==> src/rtl/rf_write_arbiter.sv <==
// rf_write_arbiter: round-robin arbiter sharing one register-file write port
// among NUM_REQ write-back requesters. The winning write is registered and
// presented on we_o/wa_o/wd_o one cycle after acceptance. Writes to x0 can be
// suppressed, and committed writes are counted modulo 2^CNT_W.
module rf_write_arbiter #(
  parameter int unsigned NUM_REQ          = 3,
  parameter bit          ZERO_REG_PROTECT = 1'b1,
  parameter int unsigned CNT_W            = 16
) (
  input  logic                    clk,
  input  logic                    rst,
  input  logic                    hold_i,
  input  logic [NUM_REQ-1:0]      req_valid,
  input  logic [NUM_REQ*5-1:0]    req_addr,
  input  logic [NUM_REQ*32-1:0]   req_data,
  output logic [NUM_REQ-1:0]      req_ready,
  output logic                    we_o,
  output logic [4:0]              wa_o,
  output logic [31:0]             wd_o,
  output logic                    busy_o,
  output logic [CNT_W-1:0]        wr_cnt_o
);

  localparam int unsigned PTR_W = (NUM_REQ > 1) ? $clog2(NUM_REQ) : 1;

  logic [PTR_W-1:0] rr_ptr_q, rr_ptr_d;
  logic             we_q, we_d;
  logic [4:0]       wa_q, wa_d;
  logic [31:0]      wd_q, wd_d;
  logic [CNT_W-1:0] cnt_q, cnt_d;

  logic             gnt_vld;
  logic [PTR_W-1:0] gnt_idx;
  logic [4:0]       sel_addr;
  logic [31:0]      sel_data;

  // Round-robin search starting at rr_ptr; grants are suppressed in reset and on hold.
  always_comb begin
    int unsigned idx;
    logic [PTR_W-1:0] cand;
    gnt_vld   = 1'b0;
    gnt_idx   = '0;
    req_ready = '0;
    idx       = 0;
    cand      = '0;
    if (rst && !hold_i) begin
      for (int unsigned k = 0; k < NUM_REQ; k++) begin
        idx = 32'(rr_ptr_q) + k;
        if (idx >= NUM_REQ) begin
          idx = idx - NUM_REQ;
        end
        cand = PTR_W'(idx);
        if (!gnt_vld && req_valid[cand]) begin
          gnt_vld = 1'b1;
          gnt_idx = cand;
        end
      end
      if (gnt_vld) begin
        req_ready[gnt_idx] = 1'b1;
      end
    end
  end

  // Select the granted requester's address and data.
  always_comb begin
    sel_addr = '0;
    sel_data = '0;
    for (int unsigned i = 0; i < NUM_REQ; i++) begin
      if (gnt_idx == PTR_W'(i)) begin
        sel_addr = req_addr[i*5 +: 5];
        sel_data = req_data[i*32 +: 32];
      end
    end
  end

  // Requests left waiting this cycle.
  always_comb begin
    busy_o = |(req_valid & ~req_ready);
  end

  // Next-state: capture the winning write, advance pointer past winner, count commits.
  always_comb begin
    rr_ptr_d = rr_ptr_q;
    we_d     = 1'b0;
    wa_d     = wa_q;
    wd_d     = wd_q;
    cnt_d    = we_q ? cnt_q + CNT_W'(1) : cnt_q;
    // req_ready is only set on a valid index, so a grant is always a transfer.
    if (gnt_vld) begin
      wa_d     = sel_addr;
      wd_d     = sel_data;
      we_d     = !(ZERO_REG_PROTECT && (sel_addr == 5'd0));
      rr_ptr_d = (gnt_idx == PTR_W'(NUM_REQ - 1)) ? '0 : gnt_idx + PTR_W'(1);
    end
  end

  // State registers; reset discards any pending registered write.
  always_ff @(posedge clk or negedge rst) begin
    if (!rst) begin
      rr_ptr_q <= '0;
      we_q     <= 1'b0;
      wa_q     <= '0;
      wd_q     <= '0;
      cnt_q    <= '0;
    end else begin
      rr_ptr_q <= rr_ptr_d;
      we_q     <= we_d;
      wa_q     <= wa_d;
      wd_q     <= wd_d;
      cnt_q    <= cnt_d;
    end
  end

  assign we_o     = we_q;
  assign wa_o     = wa_q;
  assign wd_o     = wd_q;
  assign wr_cnt_o = cnt_q;

endmodule

==> config.mk <==
export PLATFORM = sky130hd
export DESIGN_NAME = rf_write_arbiter
export DESIGN_NICKNAME = d
export VERILOG_FILES = /design/src/rtl/rf_write_arbiter.sv
export SDC_FILE = /design/constraint.sdc
export NUM_CORES = 1
export LEC_CHECK = 0
export CAP_MARGIN = 40
export CORE_MARGIN = 2
export CORE_UTILIZATION = 42
export CTS_CLUSTER_DIAMETER = 50
export DETAILED_ROUTE_END_ITERATION = 8
export GPL_TIMING_DRIVEN = 0
export PLACE_DENSITY = 0.92
export SLEW_MARGIN = 20
export SYNTH_ARGS = -nofsm -noshare
export SYNTH_HDL_FRONTEND = slang
export SYNTH_SLANG_ARGS = --single-unit
==> constraint.sdc <==
create_clock -name clk -period 5 [get_ports clk]
set_input_delay 0.75 -clock clk [delete_from_list [all_inputs] [get_ports clk]]
set_output_delay 0.75 -clock clk [all_outputs]
set_load 0.005 [all_outputs]
# After elaboration in Yosys (flattened, before gate mapping)
# Cells that the tools add are included.
# classes
n_addsub	7
mul	0
n_div	0
magnitude_cmp	8
n_eq_ne	2
n_shift	0
n_mux	36
bitwise	2
reduce_logical	11
# op_table
cell	count
32-bit two-way mux	3
2-bit two-way mux	12
16-bit by 1-bit adder with 16-bit output (second input constant)	1
5-bit two-way mux	3
2-bit by 3-bit less-than comparator with 1-bit output (second input constant)	4
1-bit two-way mux	12
1-bit binary-select mux with 2-bit select	3
3-bit by 2-bit >= comparator with 1-bit output (second input constant)	2
3-bit two-way mux	2
2-bit subtractor (second input constant)	3
5-bit logical NOT	1
1-bit logical AND	4
1-bit logical NOT	4
2-bit by 1-bit adder with 3-bit output (second input constant)	1
2-bit by 2-bit adder with 3-bit output (second input constant)	1
3-bit bitwise AND	1
3-bit NOT	1
3-bit OR reduction	1
2-bit by 1-bit adder with 2-bit output (second input constant)	1
1-bit demux with 2-bit select	1
2-bit by 1-bit == test with 1-bit output (second input constant)	1
2-bit == test (second input constant)	1
2-bit by 1-bit >= comparator with 1-bit output (second input constant)	1
2-bit >= comparator (second input constant)	1
2-bit logical NOT	1
# word_totals
ff_bits	56
latchBits	0
ram_bits	0
romBits	0
input_bits	117
output_inout_bits	58
word_cells	71
mem_count	0

# Longest topological paths before layout
# Gate-level depths: netlist of the first run.
# depth
word_depth	24
depth_mapped	12

# Least setup slack after synthesis of the first run
# Ideal clock, no wire load.
# synth_path
path_kind	register to output
start	register rr_ptr_q[0]
end	output busy_o
arrival_ps	2182
t_required_ps	4250
setup_slack_ps	2068
path_stages_with_launch	13
n_path_buf	3
cell_sequence	dfrtp_1 -> inv_1 -> ha_1 -> buf_2 -> or2_0 -> a32oi_1 -> a32oi_1 -> nand2_2 -> buf_6 -> buf_6 -> nand2_1 -> nor2_2 -> o221ai_1
# synth_via
elab_chain_len	24
# synth_lines
element	line_no	source
start, declared	26	logic [PTR_W-1:0] rr_ptr_q, rr_ptr_d;
start signal, assigned	106	rr_ptr_q <= rr_ptr_d;
parallel branches: the longest is 19 deep, another holds 2-bit by 1-bit adder with 3-bit output	--	
3-bit two-way mux *	58	if (gnt_vld) begin
3-bit two-way mux *	46	if (rst && !hold_i) begin
via req_ready[0]	16	output logic [NUM_REQ-1:0] req_ready,
3-bit NOT *	78	busy_o = |(req_valid & ~req_ready);
3-bit bitwise AND *	78	
3-bit OR reduction *	78	
end, declared	20	output logic busy_o,
# Mark *: on every way through the listed nets, which the timed path passes. The select of a mux whose other input is x is not followed.

# Worst setup path in the final report of the first run
# layout_path
start	input req_valid[0]
end	output busy_o
# layout_via
elab_chain_len	21
# layout_lines
element	line_no	source
start, declared	13	input logic [NUM_REQ-1:0] req_valid,
1-bit binary-select mux with 2-bit select	53	if (!gnt_vld && req_valid[cand]) begin
1-bit two-way mux (implied by the code)	53	
1-bit two-way mux	53	
1-bit two-way mux	46	
1-bit logical NOT	53	
1-bit logical AND	53	
1-bit two-way mux	53	
1-bit two-way mux	46	
(+5 left out)	--	
1-bit logical AND (implied by the code)	59	req_ready[gnt_idx] = 1'b1;
1-bit two-way mux (implied by the code)	59	
1-bit demux with 2-bit select	59	
3-bit two-way mux	58	
3-bit two-way mux	46	
3-bit NOT	78	
3-bit bitwise AND *	78	
3-bit OR reduction *	78	
# Mark *: on every way between the ends. The rest lies on a longest branch, timed or not. The select of a mux whose other input is x is not followed.

==> impl_metrics.tcl, run 1 <==
set metrics [dict create \
    min_period_ns 4.145 \
    fin_crit_sh_pct 82.90 \
    power_per_cell_area_nw_per_um2 490.2 \
    max_clock_freq_mhz 241.3 \
    syn_inst 328 \
    ant_nets 0 \
    viasPerCell 5.597 \
    ctsResizeCount 0 \
    grt_max_degree 59 \
    postRouteWirelength_um 10870 \
    synth-xor-area-share_pct 4.277 \
    vdd_drop_max_mv 0.2713 \
    worstSkewPairLatency_ns 0.31 \
    setup_tns_ns 0 \
    ys_ff_latch 56 \
    cp-start-kind "input port" \
    rows 31 \
    clock_sinks 56 \
    clk_pin_slew_ns 0.09 \
    grt_pass1_vias 3232 \
    antenna_found_initial 0 \
    area_delta_synth_final_pct 64.85 \
    critPathTopFamily "buffers and inverters" \
    insertedDiodeCount 0 \
    critical_path_class "in -> out" \
    cts_hold_buf 0 \
    ff2ff_setup_slack_ns 2.25 \
    p_leak_nw 2.021 \
    worst-r2r-cell-count 11 \
    hp-class "in -> async" \
    finalHoldViolCount 0 \
    cts_root_buffer "clkbuf_8" \
    ios 175 \
    die_h_um 89.52 \
    syn-cell-area_um2 3072 \
    die_w_um 89.52 \
    hpwl_um 8494 \
    relSlewSlack_pct 51.99 \
    grt_overflow 0 \
    final_cell_area_um2 5064 \
    grt_use_total_pct 26.23 \
    yosysSeqAreaShare_pct 45.62 \
    synth_compound_area_share_pct 28.43 \
    maxSlewViolCount 0 \
    worst-path-stages 10 \
    stdcell_count 608 \
    vias 3403 \
    worst-path-max-fanout 10 \
    cts_tree "built" \
    grt_pass1_wl_um 15930 \
    crit_start "req_valid[0]" \
    setup_viol 0 \
    worstMarginPinSlew_ns 0.7201 \
    synthTopCellsByArea "dfrtp_1 (46%), o22a_1 (10%), o22ai_1 (7.5%)" \
    drtIter0Drc 144 \
    critPathMaxStageDelay_ns 0.56 \
    ys_top_cells_by_count "dfrtp_1 (56), nand2_1 (49), o22ai_1 (37)" \
    dp.cells 601 \
    yosysTopAreaCellShare_pct 45.62 \
    clk_path_buf_depth 2 \
    synth_top_area_cell "dfrtp_1" \
    cts_buffers 5 \
    drv_cap 0 \
    wire_per_inst_um 17.88 \
    synth_edf_count 0 \
    skew_ns 0.009937 \
    yosysMostFrequentCell "dfrtp_1" \
    endpoint_kind "output pin" \
    status "completed" \
    worstReg2RegEnd "wd_o[3]" \
    rsz0062_at_grt "false" \
    post_cts_buffers 0 \
    start_util_pct 42.81 \
    synth_top_flop_cell "dfrtp_1" \
    avgSynthCellArea_um2 9.365 \
    drt_first_pass_iters 4 \
    crit_end "busy_o" \
    required_ns 4.25 \
    reg2reg_from "rr_ptr_q[0]" \
    post-place-ws_ns 0.8811 \
    drc 0 \
    synth_cell_types 39 \
    place.gp.congestion 0.9183 \
    ctsHtreeMaxLevel 2 \
    dieArea_um2 8014 \
    critPathBufInv 5 \
    crit_slowest_cell "clkdlybuf4s50_1" \
    synth_top_family_by_area "compound AO/OA/AOI/OAI gates" \
    worst_slack_ns 0.8550 \
    drive_gt1_share_pct 5.108 \
    worstPathArrival_ns 3.40 \
    syn_nets 450 \
    place_area_um2 4935 \
    core_area_um2 7176 \
    cp_cell_sequence "clkdlybuf4s50_1 > inv_1 > a21oi_1 > o221ai_1 > nand2_1 > buf_2 > buf_2 > nor2_1 > o221ai_1 > clkdlybuf4s50_1" \
    synthAdderAreaFrac_pct 2.037 \
    portBuffers 174 \
    synthMuxAreaShare_pct 1.344 \
    fin_nets 631 \
    synth-async-reset-ratio_pct 100.0 \
    yosysWarnings 0 \
    synth-simple-area-share_pct 12.91 \
]
==> cells in the final DEF (no fill, tap or decap), drive strengths merged, types with 3 or more instances in the layout <==
cell type,instances
inv,6
nor2,14
mux2i,3
o22ai,37
xor2,5
nor2b,5
ha,5
o21ai,40
clkdlybuf4s50,173
dfrtp,56
o22a,36
xnor2,10
nand2,50
nand3,4
buf,18
clkbuf,13
a21o,3
nand4,7
==> kinds of logic after synthesis <==
kind of cell               after synthesis
muxes                                    4
AOI/OAI and AO/OA                      128
xor gates and xnor gates                15
adders and majority gates                5
buffers and inverters                   31
and+or+nand+nor                         89
DFF                                     56
==> through the flow <==
stage               power, mW  utilization [%]  hold WS [ns]
floorplan               1.471                -        0.4544
global placement        2.089            68.81        0.4604
detailed placement      2.149            68.77        0.4760
CTS                     2.485            70.57        0.4965
global route            2.643            70.57        0.5067
finish                  2.482            70.57        0.4847
==> worst min-delay path by stage <==
stage               slack (ns)     endpoint  cells past startpoint
global route              0.51     wd_o[31]                      2
detailed placement        0.48      wd_o[9]                      2
global placement          0.46      wa_o[0]                      2
finish                    0.48      wd_o[8]                      1
floorplan                 0.45  rr_ptr_q[0]                      0
CTS                       0.50      wd_o[9]                      2
==> area by class of cell <==
class                   count  area, µm²
plain buffers              25      142.6
inverters                   6      22.52
well taps                  99      123.9
multi-input cells         241       1505
repair buffers            174       1739
fillers                   546       2112
flip-flops and latches     56       1401
clock inverters             2      60.06
clock buffers               5      68.82
==> registers in the layout (all words and copies together), names as in the netlist <==
name and flops:
wd_o 32, wr_cnt_o 16, we_o 1, wa_o 5, rr_ptr_q 2
==> worst reg2reg max path: stages, from the launching register on <==
cell and delay, ns:
dfrtp_1 0.41, inv_1 0.09, ha_1 0.29, buf_2 0.17, or3_1 0.34, o221ai_1 0.15
nand2_1 0.21, buf_2 0.26, buf_2 0.24, o22a_1 0.22, o22ai_1 0.16, o21ai_1 0.09
==> power breakdown <==
part           switching [mW]  internal (mW)  leakage (nW)  total (mW)
combinational           0.650          0.752          1.25        1.40
clock                   0.142          0.197        0.0642       0.339
sequential              0.118          0.624         0.712       0.741
total                   0.910           1.57          2.02        2.48
==> per-layer routing <==
metal / track usage [%] / vias to the layer above / wire (µm)
met1: 31.79 / 1670 / 4285
met3: 5.633 / 18 / 740
li1: - / 1581 / -
met4: 7.463 / 0 / 151
met5: 0 / - / 0
met2: 46.87 / 134 / 5694
(Power assumes the default switching activity.)
==> run 2: changes to the inputs <==
--- a/config.mk
+++ b/config.mk
@@ -7,11 +7,11 @@
 export LEC_CHECK = 0
 export CAP_MARGIN = 40
 export CORE_MARGIN = 2
-export CORE_UTILIZATION = 42
+export CORE_UTILIZATION = 39
 export CTS_CLUSTER_DIAMETER = 50
 export DETAILED_ROUTE_END_ITERATION = 8
 export GPL_TIMING_DRIVEN = 0
-export PLACE_DENSITY = 0.92
+export PLACE_DENSITY = 0.87
 export SLEW_MARGIN = 20
 export SYNTH_ARGS = -nofsm -noshare
 export SYNTH_HDL_FRONTEND = slang
==> constraint.sdc (replaced) <==
create_clock -name clk -period 4.3 [get_ports clk]
set_input_delay 0.645 -clock clk [delete_from_list [all_inputs] [get_ports clk]]
set_output_delay 0.645 -clock clk [all_outputs]
set_load 0.005 [all_outputs]
==> impl_metrics.tcl, run 2 (same netlist as run 1, synthesis figures left out) <==
set metrics [dict create \
    crit_start "req_valid[0]" \
    place_area_um2 4938 \
    vias 3345 \
    final_cell_area_um2 5029 \
    layout_commonest_cell "clkdlybuf4s50_1" \
    worstSkewPairLatency_ns 0.31 \
    grt_pass1_wl_um 15500 \
    ctsHtreeMaxLevel 2 \
    cp-start-kind "input port" \
    relSlewSlack_pct 52.99 \
    power_switching_mw 1.039 \
    p_seq_share_pct 31.1 \
    worstPathArrival_ns 3.26 \
    hp-class "in -> async" \
    wire_per_inst_um 16.17 \
    ios 175 \
    rows 32 \
    fin_nets 631 \
    skew_ns 0.008528 \
    critical_path_class "in -> out" \
    worst-path-max-fanout 10 \
    clk_pin_slew_ns 0.11 \
    vdd_drop_max_mv 0.3042 \
    cts_buffers 5 \
    postRouteWirelength_um 9893 \
    intPower_mw 1.713 \
    p_leak_nw 2.002 \
    setup_tns_ns 0 \
    ctsResizeCount 0 \
    grt_overflow 0 \
    die_w_um 92.75 \
    cts_root_buffer "clkbuf_8" \
    worst_slack_ns 0.3931 \
    drv_cap 0 \
    power_per_cell_area_nw_per_um2 547.3 \
    insertedDiodeCount 0 \
    worstReg2RegEnd "we_o" \
    clock_power_share_pct 10.8 \
    cts_tree "built" \
    finalHoldViolCount 0 \
    combPwrFrac_pct 58.1 \
    rsz0062_at_grt "false" \
    dieArea_um2 8602 \
    portBuffers 174 \
    layout_common_cells "clkdlybuf4s50_1 (173), dfrtp_1 (56), nand2_1 (49), o22ai_1 (37), o22a_1 (36)" \
    status "completed" \
    setup_viol 0 \
    start_util_pct 39.96 \
    drive_gt1_share_pct 5.294 \
    grt_pass1_vias 3305 \
    swShare_pct 37.74 \
    core_area_um2 7687 \
    reg2reg_from "rr_ptr_q[0]" \
    drtIter0Drc 89 \
    endpoint_kind "output pin" \
    ant_nets 0 \
    post_cts_buffers 0 \
    drc 0 \
    post-place-ws_ns 0.4219 \
    min_period_ns 3.907 \
    maxSlewViolCount 0 \
    ff_latch_area_um2 1401 \
    ff2ff_setup_slack_ns 1.59 \
    place.gp.congestion 0.8338 \
    die_h_um 92.75 \
    cts_hold_buf 0 \
    worstMarginPinSlew_ns 0.7051 \
    required_ns 3.65 \
    worst-r2r-cell-count 10 \
    max_clock_freq_mhz 256.0 \
    largest_register_ffs 32 \
    area_delta_synth_final_pct 63.71 \
    fin_crit_sh_pct 90.86 \
    antenna_found_initial 0 \
    clk_path_buf_depth 2 \
    viasPerCell 5.466 \
    hpwl_um 7770 \
    multiInputGateArea_um2 1505 \
    grt_max_degree 59 \
    n_fill_cell 664 \
    drt_first_pass_iters 5 \
    clock_sinks 56 \
    grt_use_total_pct 22.64 \
]
run 2: changes by cell type in the layout (fill, tap and decap cells not counted):
cell and change:
clkinv_2 +1, bufinv_16 -2, inv_6 +1, clkinvlp_4 +1
run 2: worst max-delay path by stage:
| stage | endpoint | slack (ns) |
|---|---|---|
| final | busy_o | 0.39 |
| after global routing | busy_o | 0.27 |
| after CTS | busy_o | 0.42 |
| after detailed placement | busy_o | 0.42 |
| after global placement | busy_o | -0.88 |
| after floorplan | busy_o | 1.47 |
run 2: per-stage QoR:
stage	util [%]	cells	power, mW	hold slack [ns]
2_1_floorplan	-	328	1.710	0.3494
6_report	65.41	612	2.752	0.3771
3_3_place_gp	64.27	604	2.423	0.4580
5_1_grt	65.41	612	2.943	0.4236
3_5_place_dp	64.24	604	2.471	0.4738
4_1_cts	65.41	612	2.766	0.4018
run 2: worst max-delay path, cell delays in order:
cell	delay, ns
clkdlybuf4s50_1	0.58
inv_1	0.09
a21oi_1	0.14
o221ai_1	0.21
nand2_1	0.20
buf_2	0.25
buf_2	0.29
nor2_1	0.12
o221ai_1	0.20
clkdlybuf4s50_1	0.53
run 2: power by group through the flow:
stage | Clock [mW] | Combinational [mW] | Sequential, mW
finish | 0.296 | 1.60 | 0.856
global route | 0.321 | 1.74 | 0.884
CTS | 0.301 | 1.61 | 0.857
detailed placement | 0 | 1.60 | 0.869
global placement | 0 | 1.57 | 0.857
floorplan | 0 | 0.839 | 0.871
run 2: routing by layer:
layer,vias up,part of all wire (%),global-route usage (%)
met5,-,0,0
met4,0,1.5,5.270
met3,13,8.0,6.347
met2,151,51,42.34
met1,1607,40,25.42
li1,1574,-,-
run 2: cell type report:
cell class | count | area share (%)
timing repair buffer | 174 | 34.59
multi-input combinational | 241 | 29.93
sequential | 56 | 27.87
buffer | 25 | 2.837
tap | 102 | 2.538
clock buffer | 5 | 1.369
inverter | 6 | 0.4479
clock inverter | 3 | 0.4230
